$ cat config.mk
export PLATFORM = sky130hd
export DESIGN_NAME = decode
export DESIGN_NICKNAME = d
export VERILOG_FILES = /design/src/rtl/decode.sv
export SDC_FILE = /design/constraint.sdc
export NUM_CORES = 2
export LEC_CHECK = 0
export ABC_AREA = 0
export ABC_CLOCK_PERIOD_IN_PS = 8400
export CORE_ASPECT_RATIO = 1.75
export CORE_UTILIZATION = 60
export CTS_CLUSTER_DIAMETER = 150
export DETAILED_ROUTE_END_ITERATION = 8
export PLACE_DENSITY_LB_ADDON = 0.25
export SYNTH_ARGS = -nofsm -noshare
export SYNTH_HDL_FRONTEND = slang
export SYNTH_SLANG_ARGS = --single-unit
$ cat constraint.sdc
create_clock -name clk -period 8.4 [get_ports clk]
set_input_delay 2.52 -clock clk [delete_from_list [all_inputs] [get_ports clk]]
set_output_delay 2.52 -clock clk [all_outputs]
set_load 0.02 [all_outputs]
$ cat src/rtl/decode.sv
`default_nettype none
// ============================================================================
// Module   : decode
// Purpose  : MIPS-subset instruction decode stage. It holds a 32-entry
//            register file with write-through bypass, decodes opcode/funct
//            into ALU and memory controls, detects load-use hazards, and
//            drives a registered ID/EX pipeline register.
// Ports    : clk, rst (sync, active-high)
//            instr/instr_valid/instr_ready : handshake from fetch
//            stall                         : exe back-pressure, holds ID/EX
//            wb_en/wb_addr/wb_data         : register-file write port
//            ALUSrc, ALUOp, Immediate, Reg1, Reg2, DestReg,
//            RegWrite, MemRead, MemWrite, Branch, out_valid : ID/EX register
//            illegal                       : sticky unsupported-instruction flag
// Revision : 1.0 - initial release
// ============================================================================
module decode #(
  parameter int WIDTH = 32
) (
  input  logic             clk,
  input  logic             rst,
  input  logic [31:0]      instr,
  input  logic             instr_valid,
  output logic             instr_ready,
  input  logic             stall,
  input  logic             wb_en,
  input  logic [4:0]       wb_addr,
  input  logic [WIDTH-1:0] wb_data,
  output logic             ALUSrc,
  output logic [3:0]       ALUOp,
  output logic [15:0]      Immediate,
  output logic [WIDTH-1:0] Reg1,
  output logic [WIDTH-1:0] Reg2,
  output logic [4:0]       DestReg,
  output logic             RegWrite,
  output logic             MemRead,
  output logic             MemWrite,
  output logic             Branch,
  output logic             out_valid,
  output logic             illegal
);

  localparam logic [3:0] ALU_AND = 4'b0000;
  localparam logic [3:0] ALU_OR  = 4'b0001;
  localparam logic [3:0] ALU_ADD = 4'b0010;
  localparam logic [3:0] ALU_SUB = 4'b0110;
  localparam logic [3:0] ALU_SLT = 4'b0111;
  localparam logic [3:0] ALU_NOR = 4'b1100;

  localparam logic [5:0] OP_RTYPE = 6'h00;
  localparam logic [5:0] OP_BEQ   = 6'h04;
  localparam logic [5:0] OP_ADDI  = 6'h08;
  localparam logic [5:0] OP_SLTI  = 6'h0A;
  localparam logic [5:0] OP_ANDI  = 6'h0C;
  localparam logic [5:0] OP_ORI   = 6'h0D;
  localparam logic [5:0] OP_LW    = 6'h23;
  localparam logic [5:0] OP_SW    = 6'h2B;

  localparam logic [5:0] FN_ADD = 6'h20;
  localparam logic [5:0] FN_SUB = 6'h22;
  localparam logic [5:0] FN_AND = 6'h24;
  localparam logic [5:0] FN_OR  = 6'h25;
  localparam logic [5:0] FN_NOR = 6'h27;
  localparam logic [5:0] FN_SLT = 6'h2A;

  // Instruction fields
  logic [5:0] opcode;
  logic [4:0] rs;
  logic [4:0] rt;
  logic [4:0] rd;
  logic [5:0] funct;

  assign opcode = instr[31:26];
  assign rs     = instr[25:21];
  assign rt     = instr[20:16];
  assign rd     = instr[15:11];
  assign funct  = instr[5:0];

  // Register file; entry 0 is never written and is masked on read.
  logic [WIDTH-1:0] rf [32];

  always_ff @(posedge clk) begin
    if (rst) begin
      for (int i = 0; i < 32; i++) begin
        rf[i] <= '0;
      end
    end else if (wb_en && (wb_addr != 5'd0)) begin
      rf[wb_addr] <= wb_data;
    end
  end

  // Read ports with write-through bypass of a same-cycle writeback.
  logic [WIDTH-1:0] rd_data1;
  logic [WIDTH-1:0] rd_data2;

  always_comb begin
    rd_data1 = '0;
    rd_data2 = '0;
    if (rs != 5'd0) begin
      rd_data1 = (wb_en && (wb_addr == rs)) ? wb_data : rf[rs];
    end
    if (rt != 5'd0) begin
      rd_data2 = (wb_en && (wb_addr == rt)) ? wb_data : rf[rt];
    end
  end

  // Instruction decode
  logic       dec_ok;
  logic [3:0] dec_alu_op;
  logic       dec_alu_src;
  logic       dec_reg_write;
  logic       dec_mem_read;
  logic       dec_mem_write;
  logic       dec_branch;
  logic [4:0] dec_dest;
  logic       uses_rt;     // rt is a source operand (R-type, sw, beq)

  always_comb begin
    dec_ok        = 1'b0;
    dec_alu_op    = ALU_AND;
    dec_alu_src   = 1'b0;
    dec_reg_write = 1'b0;
    dec_mem_read  = 1'b0;
    dec_mem_write = 1'b0;
    dec_branch    = 1'b0;
    dec_dest      = rt;
    uses_rt       = 1'b0;
    case (opcode)
      OP_RTYPE: begin
        dec_dest      = rd;
        uses_rt       = 1'b1;
        dec_reg_write = 1'b1;
        dec_ok        = 1'b1;
        case (funct)
          FN_ADD:  dec_alu_op = ALU_ADD;
          FN_SUB:  dec_alu_op = ALU_SUB;
          FN_AND:  dec_alu_op = ALU_AND;
          FN_OR:   dec_alu_op = ALU_OR;
          FN_NOR:  dec_alu_op = ALU_NOR;
          FN_SLT:  dec_alu_op = ALU_SLT;
          default: dec_ok     = 1'b0;
        endcase
      end
      OP_ADDI, OP_SLTI, OP_ANDI, OP_ORI: begin
        dec_ok        = 1'b1;
        dec_alu_src   = 1'b1;
        dec_reg_write = 1'b1;
        case (opcode)
          OP_SLTI: dec_alu_op = ALU_SLT;
          OP_ANDI: dec_alu_op = ALU_AND;
          OP_ORI:  dec_alu_op = ALU_OR;
          default: dec_alu_op = ALU_ADD;
        endcase
      end
      OP_LW: begin
        dec_ok        = 1'b1;
        dec_alu_op    = ALU_ADD;
        dec_alu_src   = 1'b1;
        dec_mem_read  = 1'b1;
        dec_reg_write = 1'b1;
      end
      OP_SW: begin
        dec_ok        = 1'b1;
        dec_alu_op    = ALU_ADD;
        dec_alu_src   = 1'b1;
        dec_mem_write = 1'b1;
        uses_rt       = 1'b1;
      end
      OP_BEQ: begin
        dec_ok     = 1'b1;
        dec_alu_op = ALU_SUB;
        dec_branch = 1'b1;
        uses_rt    = 1'b1;
      end
      default: ;
    endcase
  end

  // Load-use hazard: the load in ID/EX produces a register this instruction
  // reads. rt only counts as a source for formats that actually read it.
  logic hazard;
  logic accept;

  assign hazard = out_valid && MemRead && (DestReg != 5'd0) && instr_valid &&
                  ((DestReg == rs) || ((DestReg == rt) && uses_rt));

  assign instr_ready = !stall && !hazard;
  assign accept      = instr_valid && instr_ready;

  // ID/EX pipeline register. Stall freezes everything; any cycle without a
  // legal accept becomes a bubble (data fields are don't-care and kept).
  always_ff @(posedge clk) begin
    if (rst) begin
      out_valid <= 1'b0;
      ALUSrc    <= 1'b0;
      ALUOp     <= '0;
      Immediate <= '0;
      Reg1      <= '0;
      Reg2      <= '0;
      DestReg   <= '0;
      RegWrite  <= 1'b0;
      MemRead   <= 1'b0;
      MemWrite  <= 1'b0;
      Branch    <= 1'b0;
      illegal   <= 1'b0;
    end else if (!stall) begin
      if (accept && dec_ok) begin
        out_valid <= 1'b1;
        ALUSrc    <= dec_alu_src;
        ALUOp     <= dec_alu_op;
        Immediate <= instr[15:0];
        Reg1      <= rd_data1;
        Reg2      <= rd_data2;
        DestReg   <= dec_dest;
        // Writes targeting r0 are suppressed here so later stages need not care.
        RegWrite  <= dec_reg_write && (dec_dest != 5'd0);
        MemRead   <= dec_mem_read;
        MemWrite  <= dec_mem_write;
        Branch    <= dec_branch;
      end else begin
        out_valid <= 1'b0;
        ALUSrc    <= 1'b0;
        ALUOp     <= '0;
        RegWrite  <= 1'b0;
        MemRead   <= 1'b0;
        MemWrite  <= 1'b0;
        Branch    <= 1'b0;
        if (accept) begin
          illegal <= 1'b1;
        end
      end
    end
  end

endmodule
`default_nettype wire

==> reports/metrics.yaml <==
critical_path:
  crit_required_ns: 5.88
  path_cells: "clkdlybuf4s50_1, nand4b_1, o22ai_1, and4b_1, nor3_1, clkdlybuf4s50_1"
  crit_path_frequent_cell: "clkdlybuf4s50_1"
  worst-setup-path-type: "in2out"
  cp.arrival_ns: 4.81
  cp_slowest_stage_delay_ns: 0.59
  start_kind: "input port"
  r2r_cells: 6
  r2r-start: "DestReg[0]"
  rr_endpoint: "Reg1[30]"
  worstSetupEndpoint: "instr_ready"
  cp_max_fo: 10
  cp_slowest_cell: "clkdlybuf4s50_1"
  crit_start: "instr[28]"
  rrSetupSlack_ns: 4.66
  end_kind: "primary output"
die:
  start_util_pct: 60.8
  ioPinCount: 171
  fp-row-count: 150
  die_y_um: 414
  core_area_um2: 95900
  die_area_um2: 98400
  die_x_um: 238
final_layout:
  nets: 4309
  stdcell_area_um2: 64500
  syn_to_final_growth_pct: 10.7
  drive_gt1_share_pct: 18.3
  final_util_pct: 67.3
synth:
  syn_area_um2: 58300
  synth_area_leaders: "edfxtp_1 53%, mux4_2 14%, and2_1 7.4%"
  ys_types: 66
  synth-main-ff-cell: "edfxtp_1"
  synth_top_area_share_pct: 52.8
  yosysMostFrequentCell: "edfxtp_1"
  yosys.area.top_type: "edfxtp_1"
  ys_seq_area_share_pct: 56.1
  async_flop_share_pct: 0
  avgSynthCellArea_um2: 13.7
  ys.warnings.count: 0
  synth_edf_count: 1024
  ys_ff_latch: 1120
  synthTopCellsByCount: "1,024 x edfxtp_1, 690 x and2_1, 378 x clkbuf_1, 367 x mux4_2, 327 x nor3_1"
  syn_inst: 4262
global_routing:
  grt.total_usage_pct: 41.3
  grt_pass1_vias: 41958
  grt_first_pass_wirelength_um: 286000
  grt_max_degree: 106
  grt_overflow_total: 0
  grt_antenna_before_repair: 9
run:
  timing.max_cap.violations: 0
min_path:
  hold_class: "reg2reg"
placement:
  dp.final_hpwl_um: 125000
  gp_congestion: 0.944
  port_buffers: 170
  placed_area_um2: 61200
status:
  status: "completed"
timing:
  clock.fmax_ghz: 0.136
  slew_viol_final: 0
  rsz0062_at_grt: "false"
  hold_viol_final: 0
  period_share_pct: 87.2
  worst_slew_pin_slew_ns: 1.35
  finalSetupViolations: 0
  setup_tns_ns: 0
  relSlewSlack_pct: 9.84
  fin_crit_ns: 7.33
  clock-skew-final_ns: 0.0287
routing:
  postRouteWirelength_um: 204000
  ant_nets: 0
  detailedRoute.firstPassIterationCount: 7
  via_per_inst: 7.54
  drt_first_iter_violations: 7002
  wl_per_cell_um: 36.3
  vias: 42338
  route.detailed.drc: 0
clocking:
  cts_hold_buf: 0
  numCtsBuffers: 101
  h-tree-depth: 3
  cts_setup_buffers: 0
  cts_tree: "built"
  clock-root-buffer: "clkbuf_16"
  clkLatencyLatePin_ns: 0.74
  ctsLongestPathBuffers: 3
  cts.sinks: 1120
  clk_pin_slew_ns: 0.06
  cts-resized-gates: 0
power:
  total_power_mw: 12.8
  ir_worst_vdd_mv: 0.258
  powerDensity_nw_per_um2: 199
  p_leak_nw: 21.8
cell families after synthesis:
family / share of synthesized area [%]
muxes: 19.5
AOI/OAI and AO/OA: 7.48
and+or+nand+nor: 13.2
DFF: 56.1
other: 0.00644
buffers and inverters: 3.46
xor gates and xnor gates: 0.301
final cells by class:
cell class / instances / area (um^2)
flip-flops and latches: 1120 / 32700
multi-input cells: 2660 / 23900
clock buffers: 143 / 2790
repair buffers: 317 / 2880
inverters: 35 / 131
clock inverters: 45 / 522
fillers: 6635 / 31400
diodes: 4 / 10.0
well taps: 1292 / 1620
worst min path at each step:
stage,start,to,slack [ns],cells after the start
6_report,illegal,illegal,0.48,2
5_1_grt,Reg2[21],Reg2[21],0.50,2
4_1_cts,illegal,illegal,0.48,2
3_5_place_dp,illegal,illegal,0.46,2
3_3_place_gp,illegal,illegal,0.45,2
2_1_floorplan,RegWrite,RegWrite,0.55,2
per-layer routing:
layer	share of wire, %	GRT usage (%)	vias to the layer above	wire length [um]
met5	0.047	0	-	96
met4	9.8	34.4	14	19900
met3	13	11.5	1176	27300
met2	47	64.8	3961	95000
met1	30	47.0	20716	61500
li1	-	-	16471	-
power by group:
| part | switching [mW] | internal, mW | total, mW |
|---|---|---|---|
| combinational | 0.959 | 0.585 | 1.54 |
| clock | 2.12 | 2.63 | 4.75 |
| sequential | 0.167 | 6.37 | 6.53 |
| total | 3.25 | 9.58 | 12.8 |
stage by stage:
step | hold WS (ns) | worst slack, ns | instances
global placement | 0.449 | 1.08 | 5424
finish | 0.478 | 1.07 | 5616
detailed placement | 0.463 | 1.12 | 5424
global route | 0.496 | 0.983 | 5613
floorplan | 0.545 | 2.01 | 4293
CTS | 0.478 | 1.11 | 5612
placed cells by master (no fill, tap or decap), drive strengths merged, types with 32 or more instances in the layout:
cell,count
nor2,102
edfxtp,1024
nor3,327
o21ai,46
nand3,33
o221ai,39
clkdlybuf4s50,161
clkbuf,144
a22o,84
mux2i,277
and2,690
conb,32
mux4,367
nand2,75
o22ai,35
dfxtp,96
inv,37
or2,32
a21oi,68
a211oi,37
buf,155
a22oi,108
sequential cells by signal (all words and copies together), names as in the netlist:
name / flops
RegWrite: 1
Reg1: 32
rf: 1024
out_valid: 1
Reg2: 32
MemWrite: 1
illegal: 1
Immediate: 16
Branch: 1
ALUOp: 4
MemRead: 1
ALUSrc: 1
DestReg: 5
critical path: cells and delay by family:
family / cells / cell delay (ns)
AOI/OAI and AO/OA: 1 / 0.24
buffers and inverters: 2 / 1.16
and+or+nand+nor: 3 / 0.89
(Power assumes the default switching activity.)
